==> config.mk <==
export PLATFORM = sky130hd
export DESIGN_NAME = orbit_pixel_plotter
export DESIGN_NICKNAME = d
export VERILOG_FILES = /design/src/rtl/orbit_pixel_plotter.sv
export SDC_FILE = /design/constraint.sdc
export NUM_CORES = 1
export LEC_CHECK = 0
export BUFFER_PORTS_ARGS = -buffer_cell sky130_fd_sc_hd__buf_2
export CORE_UTILIZATION = 62
export CTS_BUF_LIST = sky130_fd_sc_hd__clkbuf_4 sky130_fd_sc_hd__clkbuf_8
export DETAILED_ROUTE_END_ITERATION = 16
export MAX_ROUTING_LAYER = met4
export PLACE_DENSITY_LB_ADDON = 0.1
export SLEW_MARGIN = 20
export SYNTH_ARGS = -nofsm -noshare
export SYNTH_HDL_FRONTEND = slang
export SYNTH_SLANG_ARGS = --single-unit
==> constraint.sdc <==
create_clock -name clk -period 3.9 [get_ports clk]
set_clock_uncertainty 0.2 [all_clocks]
set_input_delay 0.78 -clock clk [delete_from_list [all_inputs] [get_ports clk]]
set_output_delay 0.78 -clock clk [all_outputs]
set_load 0.03 [all_outputs]
==> src/rtl/orbit_pixel_plotter.sv <==
// orbit_pixel_plotter
//   Once per video frame, reads the screen coordinates of two orbital
//   particles through a 2-bit address / 32-bit data read port. It erases each
//   particle's previously drawn pixel and then draws each new pixel through a
//   valid/ready framebuffer write port.
//
// Ports
//   clk          system clock
//   reset_n      asynchronous active-low reset
//   frame_tick   one-cycle pulse that starts an update pass
//   rd_addr      read select: 0=px0, 1=py0, 2=px1, 3=py1
//   rd_data      coordinate word, combinationally valid for the current rd_addr
//   fb_wr_valid  framebuffer write request
//   fb_wr_ready  framebuffer accepts when valid && ready at a clock edge
//   fb_x/fb_y    write pixel coordinates
//   fb_color     write pixel colour
//   busy         high while an update pass is in progress
//   overrun_cnt  saturating count of frame_tick pulses ignored while busy
//
// Write handshake: fb_wr_valid is a decode of the registered state, so it
// does not depend combinationally on fb_wr_ready. fb_x/fb_y/fb_color are
// registered and are reloaded only when a step completes, so they hold
// while valid is high and ready is low. A step completes on the edge where
// valid && ready are both high. The next writing step is presented on the
// following cycle with valid kept high.
//
// A pass runs four steps in a fixed order: erase p0, erase p1, draw p0,
// draw p1. Steps that issue no write are skipped without spending a cycle.
// The first write therefore appears right after the last read cycle, and
// the writes follow one per cycle. Previous-position state is committed once,
// when the pass ends. All erase decisions are made before that commit.
module orbit_pixel_plotter #(
  parameter int          SCREEN_W = 640,
  parameter int          SCREEN_H = 480,
  parameter logic [7:0]  COLOR_BG = 8'h00,
  parameter logic [7:0]  COLOR_P0 = 8'hE0,
  parameter logic [7:0]  COLOR_P1 = 8'h1C
) (
  input  logic        clk,
  input  logic        reset_n,
  input  logic        frame_tick,
  output logic [1:0]  rd_addr,
  input  logic [31:0] rd_data,
  output logic        fb_wr_valid,
  input  logic        fb_wr_ready,
  output logic [9:0]  fb_x,
  output logic [8:0]  fb_y,
  output logic [7:0]  fb_color,
  output logic        busy,
  output logic [15:0] overrun_cnt
);

  localparam logic [31:0] W32 = SCREEN_W;
  localparam logic [31:0] H32 = SCREEN_H;

  typedef enum logic [1:0] {IDLE, READ, ERASE, DRAW} state_t;

  state_t      state, state_nx;
  logic [1:0]  rd_cnt, rd_cnt_nx;
  logic        idx, idx_nx;        // particle index within ERASE/DRAW
  logic        load;               // present a new write on the next cycle
  logic        finish;             // pass ends on this edge

  logic [31:0] new_x0, new_y0, new_x1, new_y1;
  logic [31:0] ny1;                // new_y1, or rd_data while it is being read
  logic [9:0]  prev_x0, prev_x1;
  logic [8:0]  prev_y0, prev_y1;
  logic [1:0]  prev_valid;

  logic        in0, in1;
  logic [3:0]  need;               // step writes: {draw1, draw0, erase1, erase0}
  int          start;
  logic        found;
  logic [1:0]  nxt;
  logic [9:0]  wx;
  logic [8:0]  wy;
  logic [7:0]  wc;

  // The last read cycle must make its write decision from rd_data directly,
  // because py1 only reaches its register at that same edge.
  always_comb begin
    ny1 = new_y1;
    if (state == READ && rd_cnt == 2'd3) ny1 = rd_data;
  end

  // Full 32-bit compares: negative source values wrap large and fall off-screen.
  always_comb begin
    in0 = (new_x0 < W32) && (new_y0 < H32);
    in1 = (new_x1 < W32) && (ny1 < H32);
    // If the particle is in bounds, it stays put only when its low bits match
    // the stored pixel. Upper bits are zero whenever it is in bounds.
    need[0] = prev_valid[0] && !(in0 && new_x0[9:0] == prev_x0 && new_y0[8:0] == prev_y0);
    need[1] = prev_valid[1] && !(in1 && new_x1[9:0] == prev_x1 && ny1[8:0] == prev_y1);
    need[2] = in0;
    need[3] = in1;
  end

  // Find the first writing step after the current one (or from step 0 after
  // reads).
  always_comb begin
    start = 0;
    if (state != READ) start = int'({state == DRAW, idx}) + 1;
    found = 1'b0;
    nxt   = 2'd0;
    for (int k = 0; k < 4; k++) begin
      if (!found && k >= start && need[k]) begin
        found = 1'b1;
        nxt   = 2'(k);
      end
    end
  end

  always_comb begin
    wx = prev_x0;
    wy = prev_y0;
    wc = COLOR_BG;
    case (nxt)
      2'd0: begin wx = prev_x0;      wy = prev_y0;     wc = COLOR_BG; end
      2'd1: begin wx = prev_x1;      wy = prev_y1;     wc = COLOR_BG; end
      2'd2: begin wx = new_x0[9:0];  wy = new_y0[8:0]; wc = COLOR_P0; end
      default: begin wx = new_x1[9:0]; wy = ny1[8:0];  wc = COLOR_P1; end
    endcase
  end

  // Next-state logic.
  always_comb begin
    state_nx  = state;
    rd_cnt_nx = rd_cnt;
    idx_nx    = idx;
    load      = 1'b0;
    finish    = 1'b0;
    case (state)
      IDLE: begin
        if (frame_tick) begin
          state_nx  = READ;
          rd_cnt_nx = 2'd0;
        end
      end
      READ: begin
        rd_cnt_nx = rd_cnt + 2'd1;
        if (rd_cnt == 2'd3) begin
          if (found) begin
            load     = 1'b1;
            state_nx = nxt[1] ? DRAW : ERASE;
            idx_nx   = nxt[0];
          end else begin
            finish   = 1'b1;
            state_nx = IDLE;
          end
        end
      end
      ERASE, DRAW: begin
        if (fb_wr_ready) begin
          if (found) begin
            load     = 1'b1;
            state_nx = nxt[1] ? DRAW : ERASE;
            idx_nx   = nxt[0];
          end else begin
            finish   = 1'b1;
            state_nx = IDLE;
          end
        end
      end
      default: state_nx = IDLE;
    endcase
  end

  always_ff @(posedge clk or negedge reset_n) begin
    if (!reset_n) begin
      state  <= IDLE;
      rd_cnt <= 2'd0;
      idx    <= 1'b0;
    end else begin
      state  <= state_nx;
      rd_cnt <= rd_cnt_nx;
      idx    <= idx_nx;
    end
  end

  always_ff @(posedge clk or negedge reset_n) begin
    if (!reset_n) begin
      new_x0 <= '0;
      new_y0 <= '0;
      new_x1 <= '0;
      new_y1 <= '0;
    end else if (state == READ) begin
      case (rd_cnt)
        2'd0: new_x0 <= rd_data;
        2'd1: new_y0 <= rd_data;
        2'd2: new_x1 <= rd_data;
        default: new_y1 <= rd_data;
      endcase
    end
  end

  always_ff @(posedge clk or negedge reset_n) begin
    if (!reset_n) begin
      prev_x0    <= '0;
      prev_y0    <= '0;
      prev_x1    <= '0;
      prev_y1    <= '0;
      prev_valid <= 2'b00;
    end else if (finish) begin
      prev_x0    <= new_x0[9:0];
      prev_y0    <= new_y0[8:0];
      prev_x1    <= new_x1[9:0];
      prev_y1    <= ny1[8:0];
      prev_valid <= {in1, in0};
    end
  end

  always_ff @(posedge clk or negedge reset_n) begin
    if (!reset_n) begin
      fb_x     <= '0;
      fb_y     <= '0;
      fb_color <= '0;
    end else if (load) begin
      fb_x     <= wx;
      fb_y     <= wy;
      fb_color <= wc;
    end
  end

  // A tick on the cycle the pass returns to IDLE still sees state != IDLE and
  // is counted as ignored.
  always_ff @(posedge clk or negedge reset_n) begin
    if (!reset_n) begin
      overrun_cnt <= '0;
    end else if (frame_tick && state != IDLE && overrun_cnt != 16'hFFFF) begin
      overrun_cnt <= overrun_cnt + 16'd1;
    end
  end

  assign rd_addr     = (state == READ) ? rd_cnt : 2'd0;
  assign fb_wr_valid = (state == ERASE) || (state == DRAW);
  assign busy        = (state != IDLE);

endmodule

# Word level (Yosys, flattened, before mapping)
# Cells that the tools add are included.
dict set report word_totals {
  in_bits 36
  regBits 216
  out_inout_bits 47
  word_cells 118
}
dict set report classes {
  reduce_logical 40
  addsub 3
  eq_ne 17
  mux 33
  magnitude_cmp 8
  n_bitwise 1
}
# operator count
set ops {}
lappend ops {{3-bit by 32-bit greater-or-equal comparator with 1-bit output, first input constant} 2}
lappend ops {{32-bit by 10-bit less-than comparator with 1-bit output, second input constant} 2}
lappend ops {{32-bit by 9-bit less-than comparator with 1-bit output, second input constant} 2}
lappend ops {{1-bit by 32-bit greater-or-equal comparator with 1-bit output, first input constant} 1}
lappend ops {{2-bit by 32-bit greater-or-equal comparator with 1-bit output, first input constant} 1}
lappend ops {{32-bit two-way mux} 1}
lappend ops {{10-bit one-hot mux with 3 select lines} 1}
lappend ops {{9-bit one-hot mux with 3 select lines} 1}
lappend ops {{10-bit == test} 2}
lappend ops {{9-bit == test} 2}
lappend ops {{1-bit logical AND} 18}
lappend ops {{16-bit by 1-bit adder with 16-bit output, second input constant} 1}
lappend ops {{2-bit two-way mux} 8}
lappend ops {{16-bit != test, second input constant} 1}
lappend ops {{8-bit one-hot mux with 2 select lines} 1}
lappend ops {{1-bit two-way mux} 15}
lappend ops {{2-bit == test, second input constant} 5}
lappend ops {{2-bit AND reduction} 5}
lappend ops {{2-bit by 1-bit == test with 1-bit output, second input constant} 3}
lappend ops {{2-bit zero test} 3}
lappend ops {{2-bit != test, second input constant} 3}
lappend ops {{1-bit one-hot mux with 2 select lines} 3}
lappend ops {{2-bit one-hot mux with 3 select lines} 1}
lappend ops {{3-bit AND reduction} 2}
lappend ops {{other kinds (11)} 18}

# Logic depth before layout (Yosys ltp)
# Gate-level depths: netlist of the first run.
dict set report logic_depth {
  ltp_word 24
  ltp_mapped 13
  mapped_depth_nobuf 10
}

# Least setup slack after synthesis of the first run
# No wires, ideal clock.
dict set report synth_path {
  kind {reg2reg}
  from {register rd_cnt[0]}
  to {register prev_x0[7]}
  n_path_buf 1
  stages_incl_launch_ff 10
  required_ps 3573
  setup_ps 127
  arrival_ps 2742
  period_less_slack_ps 3069
  setup_slack_ps 831
  cell_sequence {dfrtp_1 ha_1 nand3b_4 mux2_2 a222oi_1 o211ai_1 o211a_1 nor3b_4 buf_4 mux2_1}
}
dict set report synth_via {
  elab_chain_cells 22
  word_cells_on_any_way 24
  classes_between {order compare (1); eq/ne (2); mux (8); reduce/logical (13)}
}
# element line
set synth_lines {}
lappend synth_lines {{start, declared} 59} ;# logic [1:0] rd_cnt, rd_cnt_nx;
lappend synth_lines {{start signal, assigned} 175} ;# rd_cnt <= rd_cnt_nx;
lappend synth_lines {{2-bit == test (*)} {83, 141}}
lappend synth_lines {{1-bit logical AND} 83} ;# if (state == READ && rd_cnt == 2'd3) ny1 = rd_data;
lappend synth_lines {{32-bit two-way mux} 83}
lappend synth_lines {{32-bit by 9-bit less-than comparator with 1-bit output} 89} ;# in1 = (new_x1 < W32) && (ny1 < H32);
lappend synth_lines {{1-bit logical AND} 89}
lappend synth_lines {{1-bit logical AND (2 in a row)} 93} ;# need[1] = prev_valid[1] && !(in1 && new_x1[9:0] == prev_x1 && ny1[8:0] == prev_y1);
lappend synth_lines {{1-bit zero test} 93}
lappend synth_lines {{1-bit logical AND} 93}
lappend synth_lines {{[... 3 more ...]} -}
lappend synth_lines {{1-bit logical AND (2 in a row)} 106} ;# if (!found && k >= start && need[k]) begin
lappend synth_lines {{1-bit two-way mux} 106}
lappend synth_lines {{1-bit zero test} 106}
lappend synth_lines {{1-bit logical AND (2 in a row)} 106}
lappend synth_lines {{1-bit two-way mux} 106}
lappend synth_lines {{1-bit two-way mux} {142, 154}}
lappend synth_lines {{1-bit two-way mux, on equally long branches} {153, 141}}
lappend synth_lines {{1-bit one-hot mux with 2 select lines (*)} 132} ;# case (state)
lappend synth_lines {{end signal, assigned} 204} ;# prev_x0 <= new_x0[9:0];
lappend synth_lines {{end, declared} 66} ;# logic [9:0] prev_x0, prev_x1;
# Mark *: on every way between the ends. The rest lies on a longest branch, timed or not.
# A chain may end at the register's enable or synchronous reset.

# Worst setup path after layout of the first run
dict set report layout_path {
  from {register rd_cnt[0]}
  to {register prev_y1[1]}
}
dict set report layout_via {
  elab_chain_cells 22
  word_cells_on_any_way 24
  classes_between {order compare (1); eq/ne (2); mux (8); reduce/logical (13)}
}
# element line
set layout_lines {}
lappend layout_lines {{2-bit == test (*)} {83, 141}}
lappend layout_lines {{1-bit logical AND} 83}
lappend layout_lines {{32-bit two-way mux} 83}
lappend layout_lines {{32-bit by 9-bit less-than comparator with 1-bit output} 89}
lappend layout_lines {{1-bit logical AND} 89}
lappend layout_lines {{1-bit logical AND (2 in a row)} 93}
lappend layout_lines {{1-bit zero test} 93}
lappend layout_lines {{1-bit logical AND} 93}
lappend layout_lines {{[... 3 more ...]} -}
lappend layout_lines {{1-bit logical AND (2 in a row)} 106}
lappend layout_lines {{1-bit two-way mux} 106}
lappend layout_lines {{1-bit zero test} 106}
lappend layout_lines {{1-bit logical AND (2 in a row)} 106}
lappend layout_lines {{1-bit two-way mux} 106}
lappend layout_lines {{1-bit two-way mux} {142, 154}}
lappend layout_lines {{1-bit two-way mux, on equally long branches} {153, 141}}
lappend layout_lines {{1-bit one-hot mux with 2 select lines} 132}
lappend layout_lines {{end signal, assigned} 207} ;# prev_y1 <= ny1[8:0];
lappend layout_lines {{end, declared} 67} ;# logic [8:0] prev_y0, prev_y1;
# Marked as above.

==> impl_metrics.toml, run 1 <==
[floorplan]
core_mm2 = 0.01515
die_area_mm2 = 0.01601
io_pins = 83
row_count = 45
initial_core_util_pct = 63.47
die_w_um = 126.5
dieHeight_um = 126.5

[timing]
rsz0062_at_grt = "no"
min_period_ns = 3.696
max_freq_mhz = 270.5
setup_viol = 0
report.final.slew_viol_count = 0
maxSlewHeadroom_pct = 41.35
hold_violations = 0
post-route-period-util_pct = 94.78
setup_tns_ns = 0
worst_pin_slew_ns = 0.8777

[setup_path]
path_cells = "ha_1 > nand3b_4 > mux2_2 > a222oi_1 > o211ai_1 > o211a_1 > nor3b_4 > buf_4 > mux2_2"
worstSetupStartpoint = "rd_cnt[0]"
crit_end = "prev_y1[1]"
end_kind = "flop"
worst_path_most_repeated_cell = "mux2_2"
crit_slowest_cell = "dfrtp_1"
reg2reg_from = "rd_cnt[0]"
arrival_ns = 3.88
timing.rr.end = "prev_y1[1]"
ff2ff_path_depth = 9
path_class = "flop to flop"
worst-path-buf-inv = 1
cp.depth = 9
critPathMaxFanout = 16
worst_setup_path_start_kind = "flop"
cp_slowest_stage_delay_ns = 0.44
r2r_slack_ns = 0.20
cp.required_ns = 4.09
critPathTopFamily = "compound AO/OA/AOI/OAI gates"

[grt]
antenna_found_initial = 0
grt.overflow.total = 0
grt_pass1_vias = 6984
grt_max_degree = 89
grt_pass1_wl_mm = 36.83
track_usage_pct = 30.95

[layout]
n_antenna_cell = 0
syn_to_final_growth_pct = 14.04
final_cells = 1093
fillers = 1072
drive_above_1_share_pct = 34.14
nNetsFinal = 929

[synth]
yosysTopAreaCell = "dfrtp_1"
synth_warnings = 0
synth_top_area_share_pct = 54.67
ys_seq_area_share_pct = 54.67
syn-instance-count = 790
post-synth-top-count-cell = "dfrtp_1"
synth_commonest_cells = "dfrtp_1 (210), mux2_2 (146), nand2_1 (49)"
syn_avg_cell_area_um2 = 12.17
synth_area_leaders = "dfrtp_1 (55%), mux2_2 (17%), xnor2_1 (3.9%)"
synthesis.area_mm2 = 0.009613
ys_seq_elements = 210
synth_edf_count = 0
ys_types = 51
synth-main-ff-cell = "dfrtp_1"
ys_async_sr_fraction_pct = 100.0

[power_and_ir_drop]
power_frac_comb_pct = 35.0
p_leak_nw = 5.049
worst_ir_drop_vdd_mv = 0.4558
power.total_mw = 9.447
seq_power_share_pct = 43.5
power_density_mw_per_mm2 = 861.7
p_sw_share_pct = 35.34
p_switching_mw = 3.339
power_frac_clock_pct = 21.5
p_int_mw = 6.108

[run_status]
status = "complete, no violations"

[placed_design]
port_buffers = 80
place.gp.congestion = 0.8706
dp.cells = 1035
dpl.hpwl_mm = 15.12

[cts]
numCtsBuffers = 37
cts_hold_buffers = 0
cts.clk_slew.worst_paths_ns = 0.06
cts_tree = "done"
htree_num_levels = 2
clock_path_buffers = 3
cts_resized = 0
cts_root_buf = "clkbuf_8"
cts.sinks = 210
clock_latency_ns = 0.51
post_cts_buffers = 0

[route]
viasPerCell = 6.039
drt_iter0_drc = 477
detailroute.via_count = 6601
firstDrtPassIters = 7
drc = 0
wl_per_cell_um = 20.58
detail-route-antenna-nets = 0
routed_wl_mm = 22.49

[worst_hold_path]
hold_class = "primary input to asynchronous set/reset pin"

[flow_run]
drv_cap = 0
==> routing by layer <==
| layer | up-vias | wire length, µm | track usage [%] |
|---|---|---|---|
| met5 | - | 0 | - |
| met2 | 180 | 11270 | 50.80 |
| li1 | 3021 | - | - |
| met1 | 3349 | 9496 | 38.63 |
| met4 | 0 | 694 | 12.33 |
| met3 | 51 | 1031 | 5.146 |
==> area by class of cell <==
cell class                 instances  area [µm²]  area share [%]
sequential                       210        5255           47.93
timing repair buffer              99       589.3           5.375
inverter                          15       56.30          0.5136
tap                              188       235.2           2.146
multi-input combinational        523        4096           37.37
clock inverter                     8       98.84          0.9016
clock buffer                      50       631.9           5.764
==> cell families after synthesis <==
logic type / synth area share, %
buf+inv: 2.876
simple gates: 9.710
xor+xnor: 4.647
fa+ha+maj: 0.9111
mux: 19.97
other cells: 0.03901
compound gates: 7.185
flops: 54.67
==> cells in the final DEF (no fill, tap or decap), types with 8 or more instances in the layout <==
cell,n
nor2_1,45
buf_2,79
clkbuf_4,9
xnor2_1,43
xor2_1,8
nand4_1,20
clkbuf_8,42
nand2_1,49
mux2i_1,23
nand3_1,9
nor4_1,29
o21ai_0,27
mux2_2,146
a21oi_1,39
inv_1,15
dfrtp_1,210
a211o_1,19
buf_4,16
==> per-stage QoR <==
step / worst slack [ns] / hold slack [ns] / utilization, % / cell area (µm²)
finish: 0.2036 / 0.1409 / 72.38 / 10960
global route: 0.06256 / 0.1825 / 72.38 / 10960
CTS: 0.1758 / 0.1514 / 72.33 / 10960
detailed placement: 0.1553 / 0.2843 / 67.51 / 10220
global placement: 0.2496 / 0.2694 / 67.51 / 10220
floorplan: 0.8305 / 0.2717 / - / 9617
==> power by group through the flow <==
stage | Clock [mW] | Sequential [mW] | Combinational (mW)
floorplan | 0 | 4.12 | 2.31
global placement | 0 | 4.04 | 3.18
detailed placement | 0 | 4.11 | 3.31
CTS | 2.07 | 4.09 | 3.34
global route | 2.18 | 4.25 | 3.60
finish | 2.03 | 4.11 | 3.31
==> how the worst min path moves through the flow <==
stage,start,end,slack (ns),cells after the start
after floorplan,new_y1[1],new_y1[1],0.27,2
after global placement,overrun_cnt[12],overrun_cnt[12],0.27,1
after detailed placement,overrun_cnt[6],overrun_cnt[6],0.28,1
after CTS,reset_n,fb_color[4],0.15,1
after global routing,reset_n,fb_color[4],0.18,1
final,reset_n,new_x0[3],0.14,1
==> state kept, by name, summed over array words and instances, names as in the netlist <==
name	cells
new_x1	32
prev_x0	10
state	2
fb_x	10
new_y1	32
prev_y1	9
fb_y	9
new_x0	32
idx	1
prev_valid	2
rd_cnt	2
prev_y0	9
new_y0	32
overrun_cnt	16
prev_x1	10
fb_color	2
Note: power is estimated with default switching activity, not from simulation.
==> inputs of run 2 (changes only) <==
--- a/config.mk
+++ b/config.mk
@@ -11,6 +11,7 @@
 export DETAILED_ROUTE_END_ITERATION = 16
 export MAX_ROUTING_LAYER = met4
 export PLACE_DENSITY_LB_ADDON = 0.1
+export REMOVE_ABC_BUFFERS = 1
 export SLEW_MARGIN = 20
 export SYNTH_ARGS = -nofsm -noshare
 export SYNTH_HDL_FRONTEND = slang
==> constraint.sdc (replaced) <==
create_clock -name clk -period 3.9 [get_ports clk]
set_clock_uncertainty 0.2 [all_clocks]
set_input_delay 0.195 -clock clk [delete_from_list [all_inputs] [get_ports clk]]
set_output_delay 0.195 -clock clk [all_outputs]
set_load 0.03 [all_outputs]
==> run 2 against run 1 <==
  * Via count grew 3.6%
  * Clock power about the same
  * Sequential power barely moved
  * Global-route usage fell by 0.083 points
  * Final cell count up 3.8%
==> impl_metrics.toml, run 2 (synthesis gave the netlist of run 1 again) <==
[run_status]
status = "complete, no violations"

[power_and_ir_drop]
power_density_mw_per_mm2 = 833.4
p_leak_nw = 5.217
worst_ir_drop_vdd_mv = 0.4623

[layout]
final_cells = 1134
nNetsFinal = 966
final_cell_mix = "dfrtp_1 (208), mux2_2 (146), buf_2 (79)"
n_antenna_cell = 0
fillers = 1027
seq_area_mm2 = 0.005258
utilization_pct = 75.08
syn_to_final_growth_pct = 18.29
layout_commonest_cell = "dfrtp_1"
drive_above_1_share_pct = 33.72
multiInputGateArea_mm2 = 0.004125

[setup_path]
worst_setup_path_start_kind = "flop"
critPathTopFamily = "simple AND/OR/NAND/NOR gates"
critPathMaxFanout = 13
cp_slowest_stage_delay_ns = 0.57
crit_slowest_cell = "dlygate4sd3_1"
arrival_ns = 3.96
worst-path-buf-inv = 4
cp.required_ns = 4.10
path_cells = "nor4_1 > nand4_1 > nor4_2 > buf_4 > a31o_2 > o211ai_2 > buf_6 > and4b_1 > buf_4 > and4b_1 > o22ai_1 > dlygate4sd3_1"
end_kind = "flop"
path_class = "flop to flop"

[placed_design]
dp.cells = 1034
port_buffers = 80
dpl.hpwl_mm = 14.82
place.gp.congestion = 0.9031

[route]
wl_per_cell_um = 19.94
routed_wl_mm = 22.61
viasPerCell = 6.028
detail-route-antenna-nets = 0
drc = 0
firstDrtPassIters = 4
drt_iter0_drc = 572
detailroute.via_count = 6836

[grt]
grt.overflow.total = 0
grt_pass1_vias = 7158
track_usage_pct = 30.87
grt_max_degree = 108
antenna_found_initial = 0
grt_pass1_wl_mm = 37.09

[floorplan]
core_mm2 = 0.01515
die_w_um = 126.5
row_count = 45
io_pins = 83
dieHeight_um = 126.5
initial_core_util_pct = 63.47
die_area_mm2 = 0.01601

[timing]
report.final.slew_viol_count = 0
hold_violations = 0
setup_viol = 0
max_freq_mhz = 265.8
maxSlewHeadroom_pct = 42.20
min_period_ns = 3.762
worst_pin_slew_ns = 0.8670
post-route-period-util_pct = 96.45

[flow_run]
drv_cap = 0

[worst_hold_path]
hold_class = "primary input to asynchronous set/reset pin"

[cts]
cts.clk_slew.worst_paths_ns = 0.07
numCtsBuffers = 35
clock_path_buffers = 3
clock_latency_ns = 0.53
htree_num_levels = 2
cts_tree = "done"
cts_root_buf = "clkbuf_8"
cts.sinks = 210
==> run 2: final timing paths <==
path                                  from         endpoint  slack [ns]  cells past startpoint
max                             new_y0[22]         state[0]        0.14                     12
max in group asynchronous          reset_n       new_y0[24]        2.40                      3
min in group clk           overrun_cnt[14]  overrun_cnt[14]        0.30                      1
max reg2reg                     new_y0[22]         state[0]        0.14                     12
min reg2reg                overrun_cnt[14]  overrun_cnt[14]        0.30                      1
min                                reset_n        new_x1[6]        0.16                      2
==> run 2: cell type report <==
type                       instances  share of cell area [%]
timing repair buffer             137                   8.407
clock inverter                     4                  0.2311
inverter                          15                  0.4952
clock buffer                      56                   6.283
tap                              188                   2.069
sequential                       210                   46.24
multi-input combinational        524                   36.28
==> run 2: stage by stage <==
| step | TNS [ns] | setup WS [ns] | total power [mW] | hold WS [ns] | instance area (µm²) |
|---|---|---|---|---|---|
| after floorplan | -6.193 | -0.4014 | 6.372 | -0.3006 | 9397 |
| after global placement | 0 | 0.6011 | 7.150 | 0.1571 | 10200 |
| after detailed placement | 0 | 0.5676 | 7.381 | 0.1728 | 10200 |
| after CTS | 0 | 0.08901 | 9.468 | 0.1786 | 11310 |
| after global routing | -0.02149 | -0.02149 | 10.03 | 0.2200 | 11370 |
| final | 0 | 0.1384 | 9.476 | 0.1573 | 11370 |
==> run 2: timing repair <==
| action | CTS | global route |
|---|---|---|
| hold buffers | 36 | 0 |
| setup buffers | 0 | 3 |
| endpoints found under the hold margin | 245 | 0 |
| resized for setup | 0 | 7 |
| setup endpoints to repair | 0 | 1 |
==> run 2: routing by layer <==
| metal | vias to the layer above | global-route usage, % | share of wire [%] |
|---|---|---|---|
| li1 | 3108 | - | - |
| met1 | 3499 | 40.20 | 44 |
| met2 | 175 | 49.33 | 49 |
| met3 | 54 | 4.639 | 4.0 |
| met4 | 0 | 11.91 | 2.9 |
| met5 | - | - | 0 |
==> run 2: power breakdown <==
| part | total, mW | leakage [nW] | switching, mW | internal, mW |
|---|---|---|---|---|
| Clock | 2.03 | 0.392 | 0.871 | 1.16 |
| Sequential | 4.12 | 2.50 | 0.875 | 3.25 |
| Combinational | 3.33 | 2.32 | 1.61 | 1.71 |
| Total | 9.48 | 5.22 | 3.36 | 6.12 |
==> inputs of run 3 (changes only) <==
--- a/config.mk
+++ b/config.mk
@@ -6,7 +6,7 @@
 export NUM_CORES = 1
 export LEC_CHECK = 0
 export BUFFER_PORTS_ARGS = -buffer_cell sky130_fd_sc_hd__buf_2
-export CORE_UTILIZATION = 62
+export CORE_UTILIZATION = 40
 export CTS_BUF_LIST = sky130_fd_sc_hd__clkbuf_4 sky130_fd_sc_hd__clkbuf_8
 export DETAILED_ROUTE_END_ITERATION = 16
 export MAX_ROUTING_LAYER = met4
==> run 3 against run 2 <==
  * Setup slack improved by 0.19 ns
  * Non-clock buffer count decreased by 3
  * Total power increased by 0.99%
  * Count of clock-buffer cells in the layout increased by 1
  * Sequential cell count unchanged
  * Largest cell class unchanged
==> impl_metrics.toml, run 3 (synthesis gave the netlist of run 1 again) <==
[timing]
hold_violations = 0
setup_viol = 0
max_freq_mhz = 279.8
setup_tns_ns = 0
report.final.slew_viol_count = 0
whs_ns = 0.1466
fin_ws_ns = 0.3256
post-route-period-util_pct = 91.65
worst_pin_slew_ns = 0.9780
maxSlewHeadroom_pct = 34.80
rsz0062_at_grt = "no"
min_period_ns = 3.574

[layout]
fillers = 2163
design_area_mm2 = 0.01155
n_antenna_cell = 0
final_cell_mix = "dfrtp_1 (210), mux2_2 (146), buf_2 (79)"
final_cells = 1265
syn_to_final_growth_pct = 20.15
layout_commonest_cell = "dfrtp_1"
drive_above_1_share_pct = 33.30
utilization_pct = 49.06
nNetsFinal = 964

[route]
drc = 0
detail-route-antenna-nets = 0
routed_wl_mm = 23.88
detailroute.via_count = 6705
viasPerCell = 5.300
wl_per_cell_um = 18.88
firstDrtPassIters = 4
drt_iter0_drc = 409

[floorplan]
row_count = 56
die_w_um = 157.0
initial_core_util_pct = 40.83
die_area_mm2 = 0.02466
dieHeight_um = 157.0
io_pins = 83
core_mm2 = 0.02354

[power_and_ir_drop]
worst_ir_drop_vdd_mv = 0.3509
p_leak_nw = 5.271
power_density_mw_per_mm2 = 828.6
power.total_mw = 9.570

[grt]
grt.overflow.total = 0
grt_pass1_wl_mm = 38.05
antenna_found_initial = 0
grt_max_degree = 119
track_usage_pct = 20.93
grt_pass1_vias = 6864

[setup_path]
end_kind = "flop"
critPathMaxFanout = 26
cp.required_ns = 4.10
path_class = "flop to flop"
arrival_ns = 3.77
worst_setup_path_start_kind = "flop"

[cts]
cts_root_buf = "clkbuf_8"
cts_hold_buffers = 35
cts.clk_slew.worst_paths_ns = 0.06
cts_tree = "done"
clock_path_buffers = 3
post_cts_buffers = 0
cts.sinks = 210
numCtsBuffers = 37
cts_resized = 0
htree_num_levels = 2
clock_latency_ns = 0.55

[run_status]
status = "complete, no violations"

[flow_run]
drv_cap = 0

[placed_design]
place_area_mm2 = 0.01039
port_buffers = 80
place.gp.congestion = 0.8236
dp.cells = 1166
dpl_worst_slack_ns = 0.3783
dpl.hpwl_mm = 15.92

[worst_hold_path]
hold_class = "primary input to asynchronous set/reset pin"
## run 3: path summary, 6_finish.rpt
path,from,to,slack (ns),depth (start not counted)
max in group asynchronous,reset_n,new_x0[13],2.35,3
hold reg to reg,overrun_cnt[10],overrun_cnt[10],0.29,1
hold / removal,reset_n,fb_x[3],0.15,2
min in group clk,rd_data[27],new_y1[27],0.28,3
setup / recovery,rd_cnt[0],prev_x1[1],0.33,9
setup reg to reg,rd_cnt[0],prev_x1[1],0.33,9
## run 3: critical path, cell delays in order (launching register included)
cell      delay [ns]
dfrtp_1         0.44
ha_1            0.30
nand3b_4        0.22
mux2_2          0.40
a222oi_1        0.29
o211ai_1        0.26
o211a_1         0.33
nor3b_4         0.21
buf_4           0.39
mux2_2          0.39
## run 3: cell type report
class	instances	area (µm²)	area share (%)
Clock inverter	7	86.33	0.7475
Inverter	15	56.30	0.4875
Sequential cell	210	5255	45.50
Timing Repair Buffer	134	927.1	8.027
Tap cell	319	399.1	3.456
Clock buffer	57	728.2	6.305
Multi-Input combinational cell	523	4098	35.48
## run 3: power breakdown
group	switching (mW)	internal [mW]	leakage (nW)
sequential	0.828	3.24	2.51
combinational	1.63	1.69	2.34
clock	0.908	1.27	0.422
## run 3: routing by layer
metal,track usage (%),wire [µm]
met1,26.57,10790
met2,34.75,11720
met3,3.249,928
met4,5.871,445
met5,-,0
